==> src/rtl/pong_pkg.sv <==
// Shared Pong definitions: position width, court geometry and the
// paddle state/direction types used by the player input stage.
package pong_pkg;

    localparam int POS_W       = 10;
    localparam int ARITH_W     = POS_W + 1;
    localparam int HOLD_W      = 5;

    localparam int SCREEN_H    = 480;
    localparam int PADDLE_H    = 64;
    localparam int BORDER      = 8;
    localparam int PADDLE_HALF = PADDLE_H / 2;

    typedef enum logic [2:0] {
        ST_IDLE      = 3'd0,
        ST_UP        = 3'd1,
        ST_DOWN      = 3'd2,
        ST_UP_FAST   = 3'd3,
        ST_DOWN_FAST = 3'd4
    } paddle_st_t;

    typedef enum logic [1:0] {
        DIR_NONE = 2'd0,
        DIR_UP   = 2'd1,
        DIR_DN   = 2'd2
    } dir_t;

    // Saturating increment for the held-direction frame counter.
    function automatic logic [HOLD_W-1:0] sat_inc(input logic [HOLD_W-1:0] v);
        return (v == '1) ? v : v + HOLD_W'(1);
    endfunction

endpackage

==> src/rtl/button_debounce.sv <==
// Two-flop synchroniser followed by a counter-based debouncer. The
// debounced level flips only after the synchronised input has disagreed
// with it for 2^DEB_BITS - 1 consecutive cycles.
module button_debounce
    import pong_pkg::*;
#(
    parameter int DEB_BITS = 16
)(
    input  logic px_clk,
    input  logic reset,
    input  logic btn_raw,
    output logic btn_deb
);

    logic [1:0]          r_sync;
    logic [DEB_BITS-1:0] r_cnt;
    logic                r_deb;

    // Synchronise the raw button and run the stability counter.
    always_ff @(posedge px_clk) begin
        if (reset) begin
            r_sync <= '0;
            r_cnt  <= '0;
            r_deb  <= 1'b0;
        end else begin
            r_sync <= {r_sync[0], btn_raw};
            if (r_sync[1] == r_deb) begin
                r_cnt <= '0;
            end else if (r_cnt == '1) begin
                r_deb <= ~r_deb;
                r_cnt <= '0;
            end else begin
                r_cnt <= r_cnt + DEB_BITS'(1);
            end
        end
    end

    assign btn_deb = r_deb;

endmodule

==> src/rtl/paddle_ctrl.sv <==
// Player input stage: debounced buttons drive one paddle FSM per player,
// positions step once per frame tick and are clamped to the court.
// Build option: PADDLE_AI_EN makes player 2 track the ball row instead
// of its buttons (slow speed only).
//
// state        | meaning
// -------------+------------------------------------------
// ST_IDLE      | no direction requested, paddle still
// ST_UP        | moving up by SPEED per frame
// ST_DOWN      | moving down by SPEED per frame
// ST_UP_FAST   | up held long enough, 2*SPEED per frame
// ST_DOWN_FAST | down held long enough, 2*SPEED per frame
module paddle_ctrl
    import pong_pkg::*;
#(
    parameter int POS_MIN     = BORDER,
    parameter int POS_MAX     = SCREEN_H - PADDLE_H - BORDER,
    parameter int POS_INIT    = 208,
    parameter int SPEED       = 4,
    parameter int HOLD_FRAMES = 16,
    parameter int DEB_BITS    = 16
)(
    input  logic             px_clk,
    input  logic             reset,
    input  logic             endframe,
    input  logic             btn_up1,
    input  logic             btn_dn1,
    input  logic             btn_up2,
    input  logic             btn_dn2,
    input  logic [POS_W-1:0] y_ball,
    output logic [POS_W-1:0] pos_ply1,
    output logic [POS_W-1:0] pos_ply2
);

    localparam logic [ARITH_W-1:0] L_MIN   = ARITH_W'(POS_MIN);
    localparam logic [ARITH_W-1:0] L_MAX   = ARITH_W'(POS_MAX);
    localparam logic [ARITH_W-1:0] L_STEP  = ARITH_W'(SPEED);
    localparam logic [ARITH_W-1:0] L_STEP2 = ARITH_W'(2 * SPEED);
    localparam logic [HOLD_W-1:0]  L_HOLD  = HOLD_W'(HOLD_FRAMES);
    localparam logic [POS_W-1:0]   L_INIT  = POS_W'(POS_INIT);

    logic [1:0]         w_up;
    logic [1:0]         w_dn;
    logic [1:0]         w_fast_ok;
    logic               r_ef_d;
    logic               r_armed;
    logic               w_tick;
    dir_t               w_req      [2];
    paddle_st_t         r_st       [2];
    paddle_st_t         w_st_nxt   [2];
    logic [HOLD_W-1:0]  r_hold     [2];
    logic [HOLD_W-1:0]  w_hold_nxt [2];
    logic [HOLD_W-1:0]  w_hold_inc [2];
    logic [POS_W-1:0]   r_pos      [2];
    logic [POS_W-1:0]   w_pos_nxt  [2];
    logic [ARITH_W-1:0] w_step     [2];
    logic [ARITH_W-1:0] w_calc     [2];

    button_debounce #(.DEB_BITS(DEB_BITS)) u_deb_up1 (
        .px_clk(px_clk), .reset(reset), .btn_raw(btn_up1), .btn_deb(w_up[0])
    );
    button_debounce #(.DEB_BITS(DEB_BITS)) u_deb_dn1 (
        .px_clk(px_clk), .reset(reset), .btn_raw(btn_dn1), .btn_deb(w_dn[0])
    );

`ifdef PADDLE_AI_EN
    logic               w_unused_btn;
    logic [ARITH_W-1:0] w_tgt;
    assign w_unused_btn = btn_up2 ^ btn_dn2;
    assign w_up[1]      = 1'b0;
    assign w_dn[1]      = 1'b0;
    assign w_fast_ok    = 2'b01;
`else
    logic w_unused_y;
    assign w_unused_y = ^y_ball;
    assign w_fast_ok  = 2'b11;
    button_debounce #(.DEB_BITS(DEB_BITS)) u_deb_up2 (
        .px_clk(px_clk), .reset(reset), .btn_raw(btn_up2), .btn_deb(w_up[1])
    );
    button_debounce #(.DEB_BITS(DEB_BITS)) u_deb_dn2 (
        .px_clk(px_clk), .reset(reset), .btn_raw(btn_dn2), .btn_deb(w_dn[1])
    );
`endif

    // Frame tick on the rising edge of endframe; r_armed blocks a tick
    // until endframe has been seen low after reset.
    always_ff @(posedge px_clk) begin
        if (reset) begin
            r_ef_d  <= 1'b0;
            r_armed <= 1'b0;
        end else begin
            r_ef_d <= endframe;
            if (!endframe) begin
                r_armed <= 1'b1;
            end
        end
    end

    assign w_tick = endframe & ~r_ef_d & r_armed;

    // Direction request per player (buttons, or ball tracking for player 2).
    always_comb begin
        for (int p = 0; p < 2; p++) begin
            w_req[p] = DIR_NONE;
            if (w_up[p] && !w_dn[p]) begin
                w_req[p] = DIR_UP;
            end else if (w_dn[p] && !w_up[p]) begin
                w_req[p] = DIR_DN;
            end
        end
`ifdef PADDLE_AI_EN
        w_tgt = {1'b0, y_ball} - ARITH_W'(PADDLE_HALF);
        if ({1'b0, y_ball} < L_MIN + ARITH_W'(PADDLE_HALF)) begin
            w_tgt = L_MIN;
        end else if (w_tgt > L_MAX) begin
            w_tgt = L_MAX;
        end
        w_req[1] = DIR_NONE;
        if (w_tgt > {1'b0, r_pos[1]} + L_STEP) begin
            w_req[1] = DIR_DN;
        end else if ({1'b0, r_pos[1]} > w_tgt + L_STEP) begin
            w_req[1] = DIR_UP;
        end
`endif
    end

    // Next state, hold counter and clamped position, evaluated on tick only.
    always_comb begin
        for (int p = 0; p < 2; p++) begin
            w_st_nxt[p]   = r_st[p];
            w_hold_nxt[p] = r_hold[p];
            w_pos_nxt[p]  = r_pos[p];
            w_hold_inc[p] = sat_inc(r_hold[p]);
            w_step[p]     = '0;
            w_calc[p]     = {1'b0, r_pos[p]};
            if (w_tick) begin
                case (w_req[p])
                    DIR_UP: begin
                        if (r_st[p] == ST_UP || r_st[p] == ST_UP_FAST) begin
                            w_hold_nxt[p] = w_hold_inc[p];
                            if (w_fast_ok[p] && (r_st[p] == ST_UP_FAST || w_hold_inc[p] >= L_HOLD))
                                w_st_nxt[p] = ST_UP_FAST;
                            else
                                w_st_nxt[p] = ST_UP;
                        end else begin
                            w_st_nxt[p]   = ST_UP;
                            w_hold_nxt[p] = '0;
                        end
                    end
                    DIR_DN: begin
                        if (r_st[p] == ST_DOWN || r_st[p] == ST_DOWN_FAST) begin
                            w_hold_nxt[p] = w_hold_inc[p];
                            if (w_fast_ok[p] && (r_st[p] == ST_DOWN_FAST || w_hold_inc[p] >= L_HOLD))
                                w_st_nxt[p] = ST_DOWN_FAST;
                            else
                                w_st_nxt[p] = ST_DOWN;
                        end else begin
                            w_st_nxt[p]   = ST_DOWN;
                            w_hold_nxt[p] = '0;
                        end
                    end
                    default: begin
                        w_st_nxt[p]   = ST_IDLE;
                        w_hold_nxt[p] = '0;
                    end
                endcase

                case (w_st_nxt[p])
                    ST_UP, ST_DOWN:           w_step[p] = L_STEP;
                    ST_UP_FAST, ST_DOWN_FAST: w_step[p] = L_STEP2;
                    default:                  w_step[p] = '0;
                endcase

                if (w_st_nxt[p] == ST_UP || w_st_nxt[p] == ST_UP_FAST) begin
                    w_calc[p] = {1'b0, r_pos[p]} - w_step[p];
                    if (w_calc[p][ARITH_W-1] || w_calc[p] < L_MIN)
                        w_calc[p] = L_MIN;
                end else if (w_st_nxt[p] == ST_DOWN || w_st_nxt[p] == ST_DOWN_FAST) begin
                    w_calc[p] = {1'b0, r_pos[p]} + w_step[p];
                    if (w_calc[p] > L_MAX)
                        w_calc[p] = L_MAX;
                end
                w_pos_nxt[p] = w_calc[p][POS_W-1:0];
            end
        end
    end

    // Paddle state, hold counters and position registers.
    always_ff @(posedge px_clk) begin
        if (reset) begin
            for (int p = 0; p < 2; p++) begin
                r_st[p]   <= ST_IDLE;
                r_hold[p] <= '0;
                r_pos[p]  <= L_INIT;
            end
        end else begin
            for (int p = 0; p < 2; p++) begin
                r_st[p]   <= w_st_nxt[p];
                r_hold[p] <= w_hold_nxt[p];
                r_pos[p]  <= w_pos_nxt[p];
            end
        end
    end

    assign pos_ply1 = r_pos[0];
    assign pos_ply2 = r_pos[1];

endmodule
==> config.mk <==
export PLATFORM = sky130hd
export DESIGN_NAME = paddle_ctrl
export DESIGN_NICKNAME = d
export VERILOG_FILES = /design/src/rtl/pong_pkg.sv /design/src/rtl/button_debounce.sv /design/src/rtl/paddle_ctrl.sv
export SDC_FILE = /design/constraint.sdc
export NUM_CORES = 1
export LEC_CHECK = 0
export ABC_CLOCK_PERIOD_IN_PS = 11200
export CORE_ASPECT_RATIO = 0.6
export CORE_MARGIN = 1.5
export CORE_UTILIZATION = 25
export CTS_CLUSTER_SIZE = 30
export DETAILED_ROUTE_END_ITERATION = 16
export PLACE_DENSITY = 0.51
export RECOVER_POWER = 100
export SKIP_LAST_GASP = 1
export SLEW_MARGIN = 10
export SYNTH_ARGS = -nofsm -noshare
export SYNTH_HDL_FRONTEND = slang
export SYNTH_HIERARCHICAL = 1
export SYNTH_SLANG_ARGS = --single-unit
==> constraint.sdc <==
create_clock -name px_clk -period 11.2 [get_ports px_clk]
set_input_delay 3.36 -clock px_clk [delete_from_list [all_inputs] [get_ports px_clk]]
set_output_delay 3.36 -clock px_clk [all_outputs]
set_load 0.01 [all_outputs]
==> flow_summary.json <==
{
  "cap_violations": 1,
  "cts_tree": "built",
  "synth_top_area_share": 0.3433,
  "ys_ff_latch": 110,
  "final_cell_mix": "nor2_1 (116), dfxtp_1 (110), nand2_1 (42), xnor2_1 (41), nand3_1 (39)",
  "cts_made_buffers": 9,
  "clockBufferDepth": 2,
  "met3_usage": 0.03196,
  "grt_pass1_wl_um": 23730,
  "post_route_cells_drive_above_1_share": 0.04675,
  "grt_pass1_vias": 4656,
  "worst_ep_required_time_ns": 11.42,
  "grtUsageMet2": 0.1438,
  "regArea_mm2": 0.002202,
  "cts_setup_buffers": 0,
  "finalClockSkew_ns": 0.008580,
  "period_minus_slack_ns": 5.797,
  "multi_input_area_mm2": 0.003821,
  "routed_via_density": 4.738,
  "stdcell_count": 1099,
  "cts-htree-levels": 3,
  "grt_max_degree": 54,
  "cts_hold_buf": 0,
  "met1_usage": 0.1626,
  "place_inst": 1083,
  "fp-row-count": 45,
  "place_congestion": 0.8145,
  "powerDensity_mw_per_mm2": 108.6,
  "vias": 5207,
  "detail-route-antenna-nets": 0,
  "cts-resized-gates": 0,
  "max_slew.worst_pin.slew_ns": 2.485,
  "synth.largest_area_cell": "dfxtp_1",
  "syn_inst": 771,
  "synthToLayoutAreaGrowth_pct": 10.67,
  "min_path_type": "register to register",
  "cts_sinks": 110,
  "ys_top_cells_by_area": "dfxtp_1 (34%), nor2_1 (6.8%), xnor2_1 (5.6%)",
  "whs_ns": 0.4492,
  "drc": 0,
  "ys_types": 65,
  "hold_viol": 0,
  "firstDrtPassIters": 4,
  "crit_type": "input port to register",
  "clkSlewWorstSetupHoldPaths_ns": 0.07,
  "synth-edff-count": 0,
  "globalRouteOverflowTotal": 0,
  "slew_violations": 54,
  "finalCritPeriodShare": 0.5176,
  "holdCritStartpoint": "u_deb_up2/r_sync[0]",
  "final_util": 0.2814,
  "reg2reg_from": "r_hold[0][0]",
  "rsz0062_at_grt": "false",
  "final.setup.tns_ns": 0,
  "violations": "capacitance limit, slew limit",
  "ctsRootBufferMaster": "clkbuf_16",
  "ys_async_sr_fraction": 0,
  "routed_wl_um": 13860,
  "nNetsFinal": 808,
  "mostFrequentLayoutCell": "nor2_1",
  "dieArea_mm2": 0.02666,
  "status": "complete, but fails checks",
  "crit_path_start_kind": "input port",
  "antennaDiodeCount": 0,
  "antenna_found_initial": 0,
  "synthesis.area_mm2": 0.006414,
  "end_kind": "register",
  "ys.flop_type": "dfxtp_1",
  "rrSetupSlack_ns": 6.89,
  "clk_latency_ns": 0.35,
  "p_leak_nw": 2.287,
  "fillCellCount": 2682,
  "grtUsageTotal": 0.1070,
  "drt_iter0_drc": 406,
  "syn_area_per_cell_um2": 8.319,
  "critPathMaxFanout": 53,
  "start_util": 0.2543,
  "fin_total_pwr_mw": 0.7708,
  "die_w_um": 209.8,
  "yosysSeqAreaShare": 0.3433,
  "post_drt_wl_per_cell_um": 12.61,
  "ys_warn_count": 6,
  "boundaryPins": 37,
  "relSlewSlack": -0.6564,
  "dp_hpwl_um": 9618,
  "core_area_mm2": 0.02522,
  "port_buffers": 22,
  "critPathLaunch": "reset",
  "busiest_layer": "met1",
  "fmax_ghz": 0.1725,
  "cp_data_arrival_time_ns": 6.01,
  "ir_worst_vdd_mv": 0.05736,
  "die_y_um": 127.1,
  "finalSetupViolCount": 0
}
==> where the power goes <==
part | switching, mW | internal [mW]
Sequential | 0.00527 | 0.394
Combinational | 0.0130 | 0.00895
Clock | 0.146 | 0.204
Total | 0.164 | 0.607
==> critical path: stages <==
cell and delay (ns):
buf_2 0.07, clkbuf_1 1.74, or3_1 0.68, nor2_1 0.11
==> path summary, 6_finish.rpt <==
path                                             to  cells after the start
worst max-delay path            u_deb_up1/r_cnt[15]                      4
worst min-delay path            u_deb_up2/r_sync[1]                      1
worst max register to register          r_pos[0][8]                     14
worst min register to register  u_deb_up2/r_sync[1]                      1
==> through the flow <==
| stage | setup slack, ns | cell area [µm²] |
|---|---|---|
| global placement | 5.383 | 6778 |
| CTS | 5.753 | 7102 |
| global route | 5.057 | 7098 |
| finish | 5.403 | 7098 |
| floorplan | 6.497 | 6425 |
| detailed placement | 5.378 | 6778 |
==> area by class of cell <==
cell class              count  share of cell area
inverters                  32             0.01692
repair buffers             23             0.03085
clock buffers              12             0.03473
flip-flops and latches    110              0.3102
clock inverters             4             0.01093
multi-input cells         589              0.5383
well taps                 329             0.05799
==> state kept, by name (all words and copies together), names as in the netlist, 6 cells and up <==
name / flops
r_hold: 10
u_deb_dn1/r_cnt: 16
r_pos: 16
u_deb_dn2/r_cnt: 16
r_st: 6
u_deb_up1/r_cnt: 16
u_deb_up2/r_cnt: 16
==> cells by family (layout without fill, tap and decap cells) <==
| group | Yosys count | count (layout) | synth area share |
|---|---|---|---|
| AND/OR/NAND/NOR | 357 | 357 | 0.3034 |
| AO/OA/AOI/OAI | 123 | 123 | 0.1235 |
| flip-flops | 110 | 110 | 0.3433 |
| buffers and inverters | 75 | 71 | 0.06262 |
| XOR/XNOR | 67 | 67 | 0.09149 |
| adder cells (fa/ha/maj) | 26 | 26 | 0.05540 |
| multiplexers | 12 | 12 | 0.01970 |
| other | 1 | 4 | 0.0005847 |
==> cell usage after synthesis, types with 5 or more instances <==
master	n
a21oi_1	32
buf_6	5
a22oi_1	7
o21ai_0	25
nand4_1	19
nand2_1	42
clkbuf_1	25
or3_1	11
mux2_2	5
a21o_1	5
nor2_1	116
nand2b_1	12
nor3_1	21
nor4_1	26
nand3_1	39
o31ai_1	5
and4_1	7
dfxtp_1	110
xor2_1	26
nor2b_1	16
xnor2_1	41
and2_1	6
inv_1	32
o22ai_1	5
mux2i_1	7
ha_1	22
a31oi_1	13
nand3b_1	5
and3b_1	5
==> layer usage <==
layer	vias to the layer above	routed length (µm)
li1	2720	-
met1	2381	7720
met2	96	5272
met3	10	728
met4	0	138
met5	-	0
No activity file was read; power rests on OpenSTA's default activity.
